File: src/rtl/counter_ctrl_pkg.sv
// Shared definitions for the counter_ctrl sequencer.
// Holds the default counter/prescaler widths and the controller state encoding.
package counter_ctrl_pkg;

    localparam int unsigned WIDTH_DEF      = 4;
    localparam int unsigned PRESCALE_W_DEF = 8;

    localparam logic [1:0] ST_IDLE  = 2'd0;
    localparam logic [1:0] ST_CLEAR = 2'd1;
    localparam logic [1:0] ST_RUN   = 2'd2;
    localparam logic [1:0] ST_DONE  = 2'd3;

    typedef enum logic [1:0] {
        S_IDLE  = ST_IDLE,
        S_CLEAR = ST_CLEAR,
        S_RUN   = ST_RUN,
        S_DONE  = ST_DONE
    } state_t;

endpackage

File: src/rtl/counter_ctrl_tick.sv
// tick_gen: prescale divider that pulses tick_c once every presc_r+1 cycles.
// Ports:
//   clk, rst_n  - clock, asynchronous active-low reset
//   clr         - force the divider back to phase 0
//   freeze      - hold the current phase
//   presc_r     - latched terminal phase
//   tick_c      - combinational, high while the divider sits at presc_r
module tick_gen
    import counter_ctrl_pkg::*;
#(
    parameter int unsigned PRESCALE_W = PRESCALE_W_DEF
) (
    input  logic                  clk,
    input  logic                  rst_n,
    input  logic                  clr,
    input  logic                  freeze,
    input  logic [PRESCALE_W-1:0] presc_r,
    output logic                  tick_c
);

    logic [PRESCALE_W-1:0] phase;

    assign tick_c = (phase == presc_r);

    // Phase counter wraps to 0 on the cycle after a tick.
    always_ff @(posedge clk or negedge rst_n) begin
        if (!rst_n) begin
            phase <= '0;
        end else if (clr) begin
            phase <= '0;
        end else if (!freeze) begin
            phase <= tick_c ? '0 : phase + PRESCALE_W'(1);
        end
    end

endmodule

File: src/rtl/counter_ctrl.sv
// counter_ctrl: start/stop sequencer for the T-FF ripple-enable counter.
// Clears the counter through a registered strobe, paces it with a prescaler
// and stops (one-shot) or restarts (periodic) when Q reaches the latched limit.
// Optional pause input enabled by defining COUNTER_CTRL_PAUSE_EN.
// Ports:
//   Clk, Clr              - clock, asynchronous active-low reset
//   start, stop           - command pulses (stop wins)
//   periodic/limit/prescale - sequence setup, latched on an accepted start
//   cnt_q                 - Q read back from the counter
//   pause                 - (COUNTER_CTRL_PAUSE_EN only) freeze RUN
//   cnt_en                - combinational enable to the counter
//   cnt_clr_n             - registered active-low clear to the counter
//   busy, tc_pulse, done  - registered status
module counter_ctrl
    import counter_ctrl_pkg::*;
#(
    parameter int unsigned WIDTH      = WIDTH_DEF,
    parameter int unsigned PRESCALE_W = PRESCALE_W_DEF
) (
    input  logic                  Clk,
    input  logic                  Clr,
    input  logic                  start,
    input  logic                  stop,
    input  logic                  periodic,
    input  logic [WIDTH-1:0]      limit,
    input  logic [PRESCALE_W-1:0] prescale,
    input  logic [WIDTH-1:0]      cnt_q,
`ifdef COUNTER_CTRL_PAUSE_EN
    input  logic                  pause,
`endif
    output logic                  cnt_en,
    output logic                  cnt_clr_n,
    output logic                  busy,
    output logic                  tc_pulse,
    output logic                  done
);

    state_t                state;
    state_t                state_nxt;
    logic [WIDTH-1:0]      limit_r;
    logic [PRESCALE_W-1:0] presc_r;
    logic                  periodic_r;

    logic tick_c;
    logic hold_c;
    logic run_tick_c;
    logic at_limit_c;
    logic load_c;

`ifdef COUNTER_CTRL_PAUSE_EN
    assign hold_c = pause;
`else
    assign hold_c = 1'b0;
`endif

    assign run_tick_c = (state == S_RUN) & tick_c & ~hold_c;
    assign at_limit_c = (cnt_q == limit_r);
    assign load_c     = start & ~stop & ((state == S_IDLE) | (state == S_DONE));

    // Stop also masks the enable so the counter holds the value seen with stop.
    assign cnt_en = run_tick_c & ~at_limit_c & ~stop;

    tick_gen #(.PRESCALE_W(PRESCALE_W)) u_tick (
        .clk     (Clk),
        .rst_n   (Clr),
        .clr     (state == S_CLEAR),
        .freeze  ((state != S_RUN) | hold_c),
        .presc_r (presc_r),
        .tick_c  (tick_c)
    );

    // Next-state decode; stop has priority over start everywhere.
    always_comb begin
        state_nxt = state;
        case (state)
            S_IDLE:  if (load_c) state_nxt = S_CLEAR;
            S_CLEAR: state_nxt = stop ? S_IDLE : S_RUN;
            S_RUN: begin
                if (stop) begin
                    state_nxt = S_IDLE;
                end else if (run_tick_c && at_limit_c) begin
                    state_nxt = periodic_r ? S_CLEAR : S_DONE;
                end
            end
            S_DONE: begin
                if (stop) begin
                    state_nxt = S_IDLE;
                end else if (start) begin
                    state_nxt = S_CLEAR;
                end
            end
            default: state_nxt = S_IDLE;
        endcase
    end

    // State, latched setup and registered outputs (decoded from the next state).
    always_ff @(posedge Clk or negedge Clr) begin
        if (!Clr) begin
            state      <= S_IDLE;
            cnt_clr_n  <= 1'b0;
            busy       <= 1'b0;
            tc_pulse   <= 1'b0;
            done       <= 1'b0;
            limit_r    <= '0;
            presc_r    <= '0;
            periodic_r <= 1'b0;
        end else begin
            state     <= state_nxt;
            cnt_clr_n <= (state_nxt != S_CLEAR);
            busy      <= (state_nxt == S_CLEAR) | (state_nxt == S_RUN);
            done      <= (state_nxt == S_DONE);
            tc_pulse  <= run_tick_c & at_limit_c & ~stop;
            if (load_c) begin
                limit_r    <= limit;
                presc_r    <= prescale;
                periodic_r <= periodic;
            end
        end
    end

endmodule

File: config.mk
export PLATFORM = sky130hd
export DESIGN_NAME = counter_ctrl
export DESIGN_NICKNAME = d
export VERILOG_FILES = /design/src/rtl/counter_ctrl_pkg.sv /design/src/rtl/counter_ctrl_tick.sv /design/src/rtl/counter_ctrl.sv
export SDC_FILE = /design/constraint.sdc
export NUM_CORES = 1
export LEC_CHECK = 0
export ABC_AREA = 1
export CORE_MARGIN = 2
export CORE_UTILIZATION = 49
export CTS_BUF_LIST = sky130_fd_sc_hd__clkbuf_2 sky130_fd_sc_hd__clkbuf_4 sky130_fd_sc_hd__clkbuf_8
export CTS_CLUSTER_DIAMETER = 60
export DETAILED_ROUTE_END_ITERATION = 8
export PLACE_DENSITY = 0.77
export RECOVER_POWER = 50
export SETUP_SLACK_MARGIN = 0.05
export SYNTH_ARGS = -nofsm -noshare
export SYNTH_HDL_FRONTEND = slang
export SYNTH_HIERARCHICAL = 1
export SYNTH_SLANG_ARGS = --single-unit
export TNS_END_PERCENT = 100
File: constraint.sdc
create_clock -name Clk -period 1.9 [get_ports Clk]
set_clock_uncertainty 0.1 [all_clocks]
set_input_delay 0.285 -clock Clk [delete_from_list [all_inputs] [get_ports Clk]]
set_output_delay 0.285 -clock Clk [all_outputs]
set_load 0.01 [all_outputs]
==> impl_metrics.ini, run 1 <==
[layout]
antenna-diode-count = 0
syn2layout_area_growth_pct = 40.6
post-route-cell-area_um2 = 2180
filler_cell_count = 252
drive_gt1_frac = 0.263
fin_nets = 297

[power_and_ir_drop]
clock_power_share = 0.094
power_leakage_nw = 1.16
pwr_density_cell_nw_per_um2 = 1260
netSwitchingPower_mw = 1.18
total_power_mw = 2.75
peakVddDrop_v = 0.000996
intPower_mw = 1.57
switching_share = 0.430
pwr-share-seq = 0.333
power_frac_comb = 0.572

[drt]
drtPass1Iterations = 4
ant_nets = 0
avgViaCountPerCell = 4.53
drc_errors = 0
drtIter0Drc = 23
num_vias = 1423
wl_um = 3200
post_drt_wl_per_cell_um = 10.2

[floorplan]
die_w_um = 60.3
core_um2 = 3030
row_count = 20
io_pins = 26
die-area_um2 = 3640
start_util = 0.513
fp.dieH_um = 60.3

[logic_synthesis]
synth_fp_nets = 231
syn_area_um2 = 1550
synth_seq_cells = 27
ys_seq_area_frac = 0.435
avgSynthCellArea_um2 = 7.58
netlist_instances = 205
yosys_warnings = 6
synth_cell_types = 25

[setup_path]
end_kind = primary output
startpoint = u_tick/phase[0]$_DFFE_PN0P_
start_kind = register
required_ns = 1.51
r2r-start = u_tick/phase[0]$_DFFE_PN0P_
criticalPathCategory = reg -> out
path_max_fanout = 3
cp.arrival_ns = 1.72

[global_routing]
antenna_found_initial = 0
grt_usage = 0.207
grt_pass1_wl_um = 5620
grt_pass1_vias = 1363
grt-ovfl-total = 0
grt_max_degree = 28

[clocking]
cts_tree = built
path_clk_slew_ns = 0.15
clock_latency_ns = 0.33
cts_buffer_depth = 2
cts_buffers = 3
cts_root_buffer = clkbuf_4
cts_max_level = 1
cts.sinks = 27

[sta]
fmax_ghz = 0.476
slew_violations = 0
rsz0062_at_grt = yes
min_period_over_period = 1.11
setup_tns_ns = -0.240
maxSlewHeadroom = 0.554
max_slew.worst_pin.slew_ns = 0.669
finalHoldViolCount = 0
setup_viol = 2
fin_crit_ns = 2.10
setup_ws_ns = -0.201

[placement]
hpwl_um = 2390
place_area_um2 = 2050
gp_congestion = 0.801
numPortBuffers = 25
dp_slack_ns = -0.393

[hold_path]
hp-start = prescale[2]
hp-class = in -> reg

[outcome]
violations = negative setup slack
outcome = finished, violations left

[flow_run]
maxCapViolCount = 0
[worst paths after layout]
check	end	slack (ns)	depth (start not counted)
setup / recovery	cnt_en	-0.20	11
hold / removal	presc_r[2]$_DFFE_PN0P_	0.37	3
setup reg to reg	busy$_DFF_PN0_	-0.04	18
hold reg to reg	periodic_r$_DFFE_PN0P_	0.41	2
max in group asynchronous	periodic_r$_DFFE_PN0P_	0.89	2
min in group asynchronous	presc_r[2]$_DFFE_PN0P_	0.38	2
[placed cells by master (no fill, tap or decap), drive strengths merged, types with 2 or more instances in the layout]
master,n
nor3,2
buf,37
xor2,4
nand2,89
clkbuf,4
clkdlybuf4s50,23
inv,32
nand3,8
a21oi,5
o21ai,11
clkinv,2
ha,5
nor2,15
xnor2,3
dfrtp,27
[cells in the mapped netlist]
master / number / area share
a21boi_0: 1 / 0.0048
a21oi_1: 4 / 0.013
a21oi_2: 1 / 0.0056
buf_2: 1 / 0.0032
clkinv_2: 1 / 0.0032
dfrtp_1: 27 / 0.43
ha_1: 5 / 0.040
inv_1: 30 / 0.072
inv_2: 1 / 0.0024
inv_4: 1 / 0.0040
nand2_1: 80 / 0.19
nand2_2: 6 / 0.024
nand2_4: 3 / 0.022
nand3_1: 6 / 0.019
nand3_2: 2 / 0.013
nand4_1: 1 / 0.0040
nor2_1: 9 / 0.022
nor2_2: 4 / 0.016
nor2_4: 2 / 0.014
nor3_1: 1 / 0.0032
nor3_4: 1 / 0.010
o21ai_0: 8 / 0.026
o21ai_1: 3 / 0.0097
xnor2_1: 3 / 0.017
xor2_1: 4 / 0.023
[critical path: stages, from the launching register on]
cell and delay (ns):
dfrtp_1 0.43, inv_1 0.08, nand2_1 0.05, nand2_1 0.07, nand2_2 0.08, nor2_4 0.12, nand2_4 0.06, inv_2 0.06
nand2_2 0.05, nor2_4 0.08, a21boi_2 0.16, buf_2 0.14
[kinds of logic after synthesis]
group / share of synthesized area
AND/OR/NAND/NOR: 0.341
AO/OA/AOI/OAI: 0.0588
buffers and inverters: 0.0853
flip-flops: 0.435
XOR/XNOR: 0.0395
adder cells (fa/ha/maj): 0.0403
[layout make-up]
cell class / count / area, um^2 / area share
timing repair buffer: 62 / 524 / 0.240
clock buffer: 3 / 22.5 / 0.0103
inverter: 33 / 128 / 0.0584
multi-input combinational: 144 / 774 / 0.355
clock inverter: 1 / 5.00 / 0.00229
tap: 44 / 55.1 / 0.0252
sequential: 27 / 676 / 0.309
[state kept, by name (all words and copies together), names as in the netlist]
signal / flops
busy: 1
cnt_clr_n: 1
done: 1
limit_r: 4
periodic_r: 1
presc_r: 8
state: 2
tc_pulse: 1
u_tick/phase: 8
[repair_timing]
action                     4_1_cts  5_1_grt
resized for setup               10        8
pin swaps                       10       12
setup endpoints to repair        5       13
hold buffers                     0        0
buffers inserted                 3        8
gates cloned                     0        1
[per-layer routing]
| layer | vias up | GRT usage | wire length (um) |
|---|---|---|---|
| met5 | - | 0 | 0 |
| met4 | 0 | 0.0444 | 22 |
| met3 | 4 | 0.0455 | 103 |
| met2 | 20 | 0.385 | 1680 |
| met1 | 650 | 0.242 | 1390 |
| li1 | 749 | - | - |
[power groups by stage]
stage | logic (mW) | clock network (mW) | registers (mW)
2_1_floorplan | 0.948 | 0 | 0.927
3_3_place_gp | 1.39 | 0 | 0.921
3_5_place_dp | 1.43 | 0 | 0.934
4_1_cts | 1.48 | 0.270 | 0.919
5_1_grt | 1.78 | 0.292 | 0.948
6_report | 1.57 | 0.259 | 0.917
[per-stage QoR]
step / hold WS [ns] / std cells / util
finish: 0.365 / 314 / 0.721
global route: 0.346 / 314 / 0.721
CTS: 0.195 / 305 / 0.695
detailed placement: 0.381 / 299 / 0.677
global placement: 0.368 / 299 / 0.677
floorplan: -0.111 / 205 / -
Power figures use the tool's default switching activity.
==> run 2: changes to the inputs <==
--- a/config.mk
+++ b/config.mk
@@ -6,6 +6,7 @@
 export NUM_CORES = 1
 export LEC_CHECK = 0
 export ABC_AREA = 1
+export CORE_ASPECT_RATIO = 0.9
 export CORE_MARGIN = 2
 export CORE_UTILIZATION = 49
 export CTS_BUF_LIST = sky130_fd_sc_hd__clkbuf_2 sky130_fd_sc_hd__clkbuf_4 sky130_fd_sc_hd__clkbuf_8
==> run 2 against run 1 <==
Against the previous run: the run still ends with negative setup slack left; combinational power decreased by 3%; sequential cell count unchanged; total power decreased by 1.3%; critical path type unchanged.
==> impl_metrics.ini, run 2 (synthesis gave the netlist of run 1 again) <==
[drt]
drtIter0Drc = 56
avgViaCountPerCell = 4.47
post_drt_wl_per_cell_um = 10.0
num_vias = 1372
drtPass1Iterations = 4
wl_um = 3070
drc_errors = 0
ant_nets = 0

[floorplan]
row_count = 19
fp.dieH_um = 57.4
start_util = 0.511
die_w_um = 63.4
core_um2 = 3040
die-area_um2 = 3640
io_pins = 26

[outcome]
outcome = finished, violations left
violations = negative setup slack

[placement]
dp.cells = 297
dp_slack_ns = -0.315
hpwl_um = 2300
gp_congestion = 0.782
numPortBuffers = 25
place_area_um2 = 2050

[hold_path]
hp-class = in -> reg

[layout]
antenna-diode-count = 0
post-route-cell-area_um2 = 2150
fin_nets = 292
largestRegisters = presc_r: 8 flops, u_tick/phase: 8 flops, limit_r: 4 flops
final_common_cell = nand2_1
drive_gt1_frac = 0.260
finalNonFillerCells = 307
final_cell_mix = nand2_1 (79), buf_4 (29), dfrtp_1 (27), inv_1 (24), clkdlybuf4s50_1 (23)
syn2layout_area_growth_pct = 38.4
filler_cell_count = 269

[global_routing]
antenna_found_initial = 0
grt_pass1_vias = 1257
grt_pass1_wl_um = 5330
grt-ovfl-total = 0
grt_usage = 0.187
grt_max_degree = 28

[sta]
fin_crit_ns = 2.11
slew_violations = 0
rsz0062_at_grt = yes
fmax_ghz = 0.475
finalHoldViolCount = 0
maxSlewHeadroom = 0.568
min_period_over_period = 1.11
setup_ws_ns = -0.207
setup_viol = 1
max_slew.worst_pin.slew_ns = 0.649

[setup_path]
slowest_stage = dfrtp_1
criticalPathCategory = reg -> out
path_max_fanout = 3
required_ns = 1.51
end_kind = primary output
cp.arrival_ns = 1.72
cpPeakStageDelay_ns = 0.44
start_kind = register
cp_cell_sequence = inv_2 -> nand2_1 -> nand2_1 -> nand2_1 -> nor2_2 -> nand2_4 -> inv_4 -> nand2_2 -> nor2_4 -> a21boi_2 -> buf_2
cpMostUsedCell = nand2_1

[clocking]
cts.sinks = 27
cts_buffers = 3
cts_buffer_depth = 2
cts_max_level = 1
cts_tree = built
holdBufCountCts = 0
cts_root_buffer = clkbuf_4
clock_latency_ns = 0.33
path_clk_slew_ns = 0.15

[power_and_ir_drop]
pwr_density_cell_nw_per_um2 = 1260
peakVddDrop_v = 0.00104
total_power_mw = 2.71
power_leakage_nw = 1.13

[flow_run]
maxCapViolCount = 0
-- run 2: where the power goes --
group	total (mW)	switching (mW)	internal, mW
clock	0.263	0.167	0.0968
combinational	1.53	0.853	0.677
sequential	0.919	0.131	0.789
total	2.71	1.15	1.56
-- run 2: final cells by class --
type                       instances  area (um^2)  share of cell area
multi-input combinational        144          772               0.359
tap                               42         52.6              0.0244
inverter                          33          130              0.0605
sequential                        27          676               0.314
clock buffer                       4         30.0              0.0140
timing repair buffer              57          490               0.228
-- run 2: path summary, 6_finish.rpt --
| path | startpoint | to | slack (ns) | cells past startpoint |
|---|---|---|---|---|
| worst min register to register | periodic_r$_DFFE_PN0P_ | periodic_r$_DFFE_PN0P_ | 0.39 | 2 |
| max in group asynchronous | Clr | state[1]$_DFF_PN0_ | 0.89 | 2 |
| worst max register to register | u_tick/phase[1]$_DFFE_PN0P_ | busy$_DFF_PN0_ | 0.01 | 17 |
| worst min-delay path | prescale[3] | presc_r[3]$_DFFE_PN0P_ | 0.36 | 3 |
| min in group asynchronous | Clr | presc_r[2]$_DFFE_PN0P_ | 0.38 | 2 |
| worst max-delay path | u_tick/phase[1]$_DFFE_PN0P_ | cnt_en | -0.21 | 11 |
-- run 2: layer usage --
layer	track usage	wire length (um)
met1	0.229	1450
met2	0.334	1480
met3	0.0375	102
met4	0.0559	36
met5	0	0
-- run 2: critical path: cells and delay by family (launching register included) --
kind | cells | cell delay (ns)
and+or+nand+nor | 7 | 0.52
buffers and inverters | 3 | 0.27
DFF | 1 | 0.44
AOI/OAI and AO/OA | 1 | 0.15
-- run 2: per-stage QoR --
step | hold WS (ns) | setup TNS, ns | util
floorplan | -0.111 | 0 | -
detailed placement | 0.360 | -0.345 | 0.673
global placement | 0.357 | -0.280 | 0.673
finish | 0.360 | -0.207 | 0.707
global route | 0.349 | -0.622 | 0.707
CTS | 0.209 | -0.262 | 0.691
-- run 2: repair_timing --
action	in CTS	in global routing
setup buffers	3	5
resized for setup	10	10
pin swaps	10	15
setup endpoints to repair	5	9
